File: config.mk
export PLATFORM = sky130hd
export DESIGN_NAME = pulse_stretcher
export DESIGN_NICKNAME = d
export VERILOG_FILES = /design/src/rtl/pulse_stretcher.sv
export SDC_FILE = /design/constraint.sdc
export NUM_CORES = 1
export LEC_CHECK = 0
export CORE_MARGIN = 1
export CORE_UTILIZATION = 40
export DETAILED_ROUTE_END_ITERATION = 10
export PLACE_DENSITY = 0.73
export REMOVE_ABC_BUFFERS = 1
export SLEW_MARGIN = 15
export SYNTH_ARGS = -nofsm -noshare
export SYNTH_HDL_FRONTEND = slang
export SYNTH_SLANG_ARGS = --single-unit
File: constraint.sdc
create_clock -name clk -period 4.4 [get_ports clk]
set_clock_uncertainty 0.15 [all_clocks]
set_input_delay 1.32 -clock clk [delete_from_list [all_inputs] [get_ports clk]]
set_output_delay 1.32 -clock clk [all_outputs]
set_load 0.01 [all_outputs]
File: src/rtl/pulse_stretcher.sv
// Stretches a single-cycle trigger into a registered high pulse of programmable length,
// then holds the output low for a minimum gap. Rejected triggers are flagged and counted.
module pulse_stretcher #(
   parameter int CNT_W   = 8,
   parameter int GAP_CYC = 2,
   parameter int RETRIG  = 0
) (
   input  logic             clk,
   input  logic             rst_n,
   input  logic             trig,
   input  logic [CNT_W-1:0] len,
   output logic             out,
   output logic             busy,
   output logic             missed,
   output logic [7:0]       miss_cnt
);

   localparam int GAP_LD = (GAP_CYC > 0) ? GAP_CYC - 1 : 0;

   typedef enum logic [1:0] {
      S_IDLE = 2'd0,
      S_HIGH = 2'd1,
      S_GAP  = 2'd2
   } state_t;

   state_t           r_state;
   state_t           w_state_nxt;
   logic [CNT_W-1:0] r_hcnt;
   logic [CNT_W-1:0] w_hcnt_nxt;
   logic [CNT_W-1:0] r_gcnt;
   logic [CNT_W-1:0] w_gcnt_nxt;
   logic             r_out;
   logic             r_busy;
   logic             r_missed;
   logic [7:0]       r_miss_cnt;
   logic             w_len_ok;
   logic             w_reload;
   logic             w_miss;

   assign w_len_ok = (len != '0);
   assign w_reload = trig && (RETRIG != 0) && w_len_ok;

   // NOTE: every output of this block gets a default first, so no path can infer a latch.
   always_comb begin
      w_state_nxt = r_state;
      w_hcnt_nxt  = r_hcnt;
      w_gcnt_nxt  = r_gcnt;
      w_miss      = 1'b0;
      case (r_state)
         S_IDLE: begin
            // A zero-length request is simply ignored, not counted as missed.
            if (trig && w_len_ok) begin
               w_state_nxt = S_HIGH;
               w_hcnt_nxt  = len - CNT_W'(1);
            end
         end
         S_HIGH: begin
            w_miss = trig && (RETRIG == 0);
            if (w_reload) begin
               w_hcnt_nxt = len - CNT_W'(1);
            end else if (r_hcnt == '0) begin
               if (GAP_CYC == 0) begin
                  w_state_nxt = S_IDLE;
               end else begin
                  w_state_nxt = S_GAP;
                  w_gcnt_nxt  = CNT_W'(GAP_LD);
               end
            end else begin
               w_hcnt_nxt = r_hcnt - CNT_W'(1);
            end
         end
         S_GAP: begin
            w_miss = trig;
            if (r_gcnt == '0) begin
               w_state_nxt = S_IDLE;
            end else begin
               w_gcnt_nxt = r_gcnt - CNT_W'(1);
            end
         end
         default: begin
            w_state_nxt = S_IDLE;
         end
      endcase
   end

   // NOTE: state uses non-blocking assignments so all registers update from the same pre-edge values.
   always_ff @(posedge clk or negedge rst_n) begin
      if (!rst_n) begin
         r_state    <= S_IDLE;
         r_hcnt     <= '0;
         r_gcnt     <= '0;
         r_out      <= 1'b0;
         r_busy     <= 1'b0;
         r_missed   <= 1'b0;
         r_miss_cnt <= 8'd0;
      end else begin
         r_state  <= w_state_nxt;
         r_hcnt   <= w_hcnt_nxt;
         r_gcnt   <= w_gcnt_nxt;
         r_out    <= (w_state_nxt == S_HIGH);
         r_busy   <= (w_state_nxt != S_IDLE);
         r_missed <= w_miss;
         if (w_miss && (r_miss_cnt != 8'hFF)) begin
            r_miss_cnt <= r_miss_cnt + 8'd1;
         end
      end
   end

   assign out      = r_out;
   assign busy     = r_busy;
   assign missed   = r_missed;
   assign miss_cnt = r_miss_cnt;

endmodule

# --- Word level (Yosys, flattened, before mapping) ---
# Index checks and enable logic that the tools add are counted.
totals:
  inputBits: 11
  out_inout_bits: 11
  ff_bits: 29
classes:
  n_eq_ne: 8
  n_mux: 11
  add_sub_neg: 4
  n_reduce_logical: 12
ops:
  columns: ["op", "count"]
  rows:
  - ["$mux W8", 4]
  - ["$pmux W8 S2", 2]
  - ["$sub A8 B1 Y8 const B", 3]
  - ["$logic_not A8 Y1", 2]
  - ["$add A8 B1 Y8 const B", 1]
  - ["$ne A2 B2 Y1 const B", 4]
  - ["$ne A8 B8 Y1 const B", 1]
  - ["$reduce_bool A8 Y1", 1]
  - ["$mux W2", 3]
  - ["$pmux W2 S3", 1]
  - ["$reduce_and A3 Y1", 2]
  - ["$reduce_bool A2 Y1", 3]
  - ["$eq A2 B1 Y1 const B", 2]
  - ["$eq A2 B2 Y1 const B", 1]
  - ["$logic_and A1 B1 Y1", 2]
  - ["$logic_not A2 Y1", 1]
  - ["$reduce_or A2 Y1", 1]
  - ["$mux W1", 1]

# --- Logic depth before layout (Yosys ltp) ---
logic_depth:
  word_depth: 5
  mapped_depth: 11
  mapped_depth_nobuf: 8

# --- Worst setup path after synthesis ---
# OpenSTA, ideal clock, no wires.
synth_timing:
  path_kind: "input to register"
  start: "input len[6]"
  end: "register r_hcnt[3]"
  cell_stages: 5
  slack_ns: 1.160
  t_arrival_ns: 2.964
  cell_sequence: "or4_1 > o31a_1 > mux2_2 > a22o_1 > a221o_1"
synth_between:
  elab_chain_cells: 4
synth_rtl:
  columns: ["item", "line_no", "rtl"]
  rows:
  - ["from (decl)", "11", "input logic [CNT_W-1:0] len,"]
  - ["$reduce_bool A8 Y1", "40", "assign w_len_ok = (len != '0);"]
  - ["$logic_and A1 B1 Y1", "52", "if (trig && w_len_ok) begin"]
  - ["$ne A2 B2 Y1 (no line)", null, null]
  - ["$reduce_and A3 Y1 (no line)", null, null]
  - ["to (signal assigned)", "98", "r_hcnt <= w_hcnt_nxt;"]
  - ["to (decl)", "28", "logic [CNT_W-1:0] r_hcnt;"]
# No other way between the ends.
# A chain may end at the register's enable or synchronous reset.

# --- Worst setup path in the final report ---
layout_timing:
  start: "input len[4]"
  end: "register r_hcnt[0]"
# The elaborated chain is that of the path after synthesis.

==> results.yml <==
outcome:
  status: "complete, no violations"
synthesis:
  netlist_area_um2: 1740
  postSynthCellCount: 175
  synthTopCellsByCount: "29 x dfrtp_1, 18 x nor2_1, 9 x nand2_1, 9 x xor2_1"
  synth_top_area_cell: "dfrtp_1"
  synth_top_area_frac: 0.418
  async_reset_ff_frac: 1.00
  syn_avg_cell_area_um2: 9.92
  synth_edf_count: 0
  synth_flop_cell: "dfrtp_1"
  synth_area_leaders: "dfrtp_1 42%, ha_1 5.0%, xor2_1 4.5%"
  synth_most_common_cell: "dfrtp_1"
  synth-seq-cells: 29
  ys_warn_count: 0
  synth_cell_type_count: 47
  yosysSeqAreaShare: 0.418
power_and_ir_drop:
  totalPowerFinal_w: 0.00127
  powerDensity_nw_per_um2: 611
  ir_drop_mv: 0.363
  p_sw_frac: 0.392
  power.share.clock: 0.173
  power_frac_seq: 0.393
  power_frac_comb: 0.434
  p_int_w: 0.000771
  p_sw_w: 0.000496
  p_leak_nw: 0.823
placement:
  gp_congestion: 0.906
  place_ws_ns: 0.587
  dp_hpwl_um: 2580
  port_buffers: 21
sta:
  timing.final.ws_setup_ns: 0.858
  rsz0062_at_grt: "no"
  finalSetupViolCount: 0
  slew_viol_final: 0
  whs_ns: 0.342
  hold_viol: 0
  slew-limit-headroom: 0.522
  post-route-period-util: 0.805
  tns_ns: 0
  fin_crit_ns: 3.54
  tightest_slew_ns: 0.710
  max_freq_mhz: 282
global_route:
  antenna_found_initial: 0
  gr-total-overflow: 0
  grt_max_degree: 30
  grt_pass1_vias: 1358
  grt_first_pass_wirelength_um: 6120
  grt_usage: 0.182
setup_path:
  cp.arrival_ns: 3.54
  reg2reg_depth: 9
  critPathRequiredTime_ns: 4.40
  endpoint_kind: "flop"
  crit_cells: 6
  slowest_delay_ns: 0.54
  setup.worst_path.start: "len[4]"
  critPathKind: "input pin to flop"
  crit_buf_inv: 1
  path_cells: "clkdlybuf4s50_1 > or4_1 > o31a_1 > mux2i_2 > a21oi_1 > mux2_1"
  endpoint: "r_hcnt[0]"
  cp_max_fo: 8
  crit_family: "multiplexers"
  reg2reg_from: "r_state[1]"
  cp_slowest_cell: "or4_1"
  start_kind: "input pin"
  r2r-end: "r_hcnt[6]"
  r2r_slack_ns: 1.66
final_layout:
  layout-drive-gt1-share: 0.0859
  syn2layout_area_growth_pct: 19.6
  multi_input_comb_area_um2: 950
  nets: 216
  fill_cells: 380
  regArea_um2: 726
  antennaDiodeCount: 0
clock_network:
  cts_buffers: 5
  clock_latency_ns: 0.28
  h-tree-depth: 2
  cts_setup_buffers: 0
  hold_buffers: 0
  clk_pin_slew_ns: 0.06
  max-clock-path-buffers: 2
  ctsRootBufferMaster: "clkbuf_8"
  post_cts_resized: 0
  cts_tree: "built"
  cts.sinks: 29
die:
  ios: 22
  die_h_um: 67.9
  rows: 23
  fp.dieW_um: 67.9
  dieArea_um2: 4610
  core-area_um2: 4090
  start_util: 0.425
min_path:
  hp-class: "flop to flop"
  worstHoldStart: "miss_cnt[7]"
drt:
  vias: 1382
  wirelength_um: 3520
  drc: 0
  detail-route-antenna-nets: 0
  firstDrtPassIters: 4
  first_iter_violations: 66
  routedWlPerCell_um: 14.2
  viasPerCell: 5.57
job:
  cap_violations: 0
routing by layer:
metal	part of all wire	vias to the layer above	GRT usage
met3	0.036	5	0.0517
li1	-	692	-
met5	0	-	0
met1	0.49	662	0.247
met4	0.019	0	0.0859
met2	0.46	23	0.269
power groups by stage:
stage	clock [W]	sequential (W)	combinational, W
floorplan	0	0.000488	0.000373
global placement	0	0.000498	0.000538
detailed placement	0	0.000499	0.000550
CTS	0.000224	0.000495	0.000552
global route	0.000235	0.000513	0.000615
finish	0.000219	0.000498	0.000550
cell families (layout without fill, tap and decap cells):
family / after synthesis / in the layout / synth area share
compound gates: 36 / 36 / 0.158
buf+inv: 14 / 37 / 0.0346
simple gates: 66 / 66 / 0.214
xor+xnor: 17 / 17 / 0.0858
fa+ha+maj: 7 / 7 / 0.0505
mux: 6 / 6 / 0.0389
flops: 29 / 29 / 0.418
cells in the final DEF (no fill, tap or decap), drive strengths merged, types with 2 or more instances in the layout:
cell type      instances
nor3b                  2
o211ai                 2
nor3                   8
o31ai                  4
nand3                  3
a22o                   2
a31oi                  2
nand4b                 3
ha                     7
xnor2                  8
a221o                  2
nor4                   3
mux2                   3
or3                    4
nor2                  18
nor2b                  2
a21oi                  8
and3                   2
inv                    7
o31a                   2
or4                    4
dfrtp                 29
o21ai                  5
nand2                  9
xor2                   9
buf                    2
clkbuf                 7
clkdlybuf4s50         21
mux2i                  3
o41ai                  2
nand2b                 3
a41oi                  2
nand4                  2
worst reg2reg max path: stages (launching register included):
cell,delay [ns]
dfrtp_1,0.42
inv_1,0.10
ha_1,0.14
buf_4,0.28
mux2i_1,0.30
ha_1,0.26
o21ai_0,0.29
o311a_1,0.38
a41oi_1,0.17
o211ai_1,0.12
final cells by class:
class,instances,share of cell area
flip-flops and latches,29,0.350
repair buffers,23,0.108
well taps,50,0.0301
multi-input cells,132,0.458
inverters,7,0.0127
clock buffers,7,0.0416
how the worst min path moves through the flow:
| stage | to | slack, ns | cells past startpoint |
|---|---|---|---|
| global placement | miss_cnt[6] | 0.33 | 1 |
| detailed placement | miss_cnt[7] | 0.34 | 1 |
| finish | miss_cnt[7] | 0.34 | 1 |
| global route | miss_cnt[7] | 0.39 | 1 |
| floorplan | r_hcnt[0] | 0.32 | 1 |
| CTS | miss_cnt[7] | 0.35 | 1 |
sequential cells by signal, indices dropped and copies added, names as in the netlist:
signal,count
r_hcnt,8
missed,1
r_gcnt,8
miss_cnt,8
out,1
r_state,2
busy,1
per-stage QoR:
stage | util | area [µm²] | std cells
after global placement | 0.487 | 1990 | 241
after CTS | 0.508 | 2080 | 248
final | 0.508 | 2080 | 248
after detailed placement | 0.487 | 1990 | 241
after floorplan | - | 1700 | 168
after global routing | 0.508 | 2080 | 248
Power figures use the tool's default switching activity.
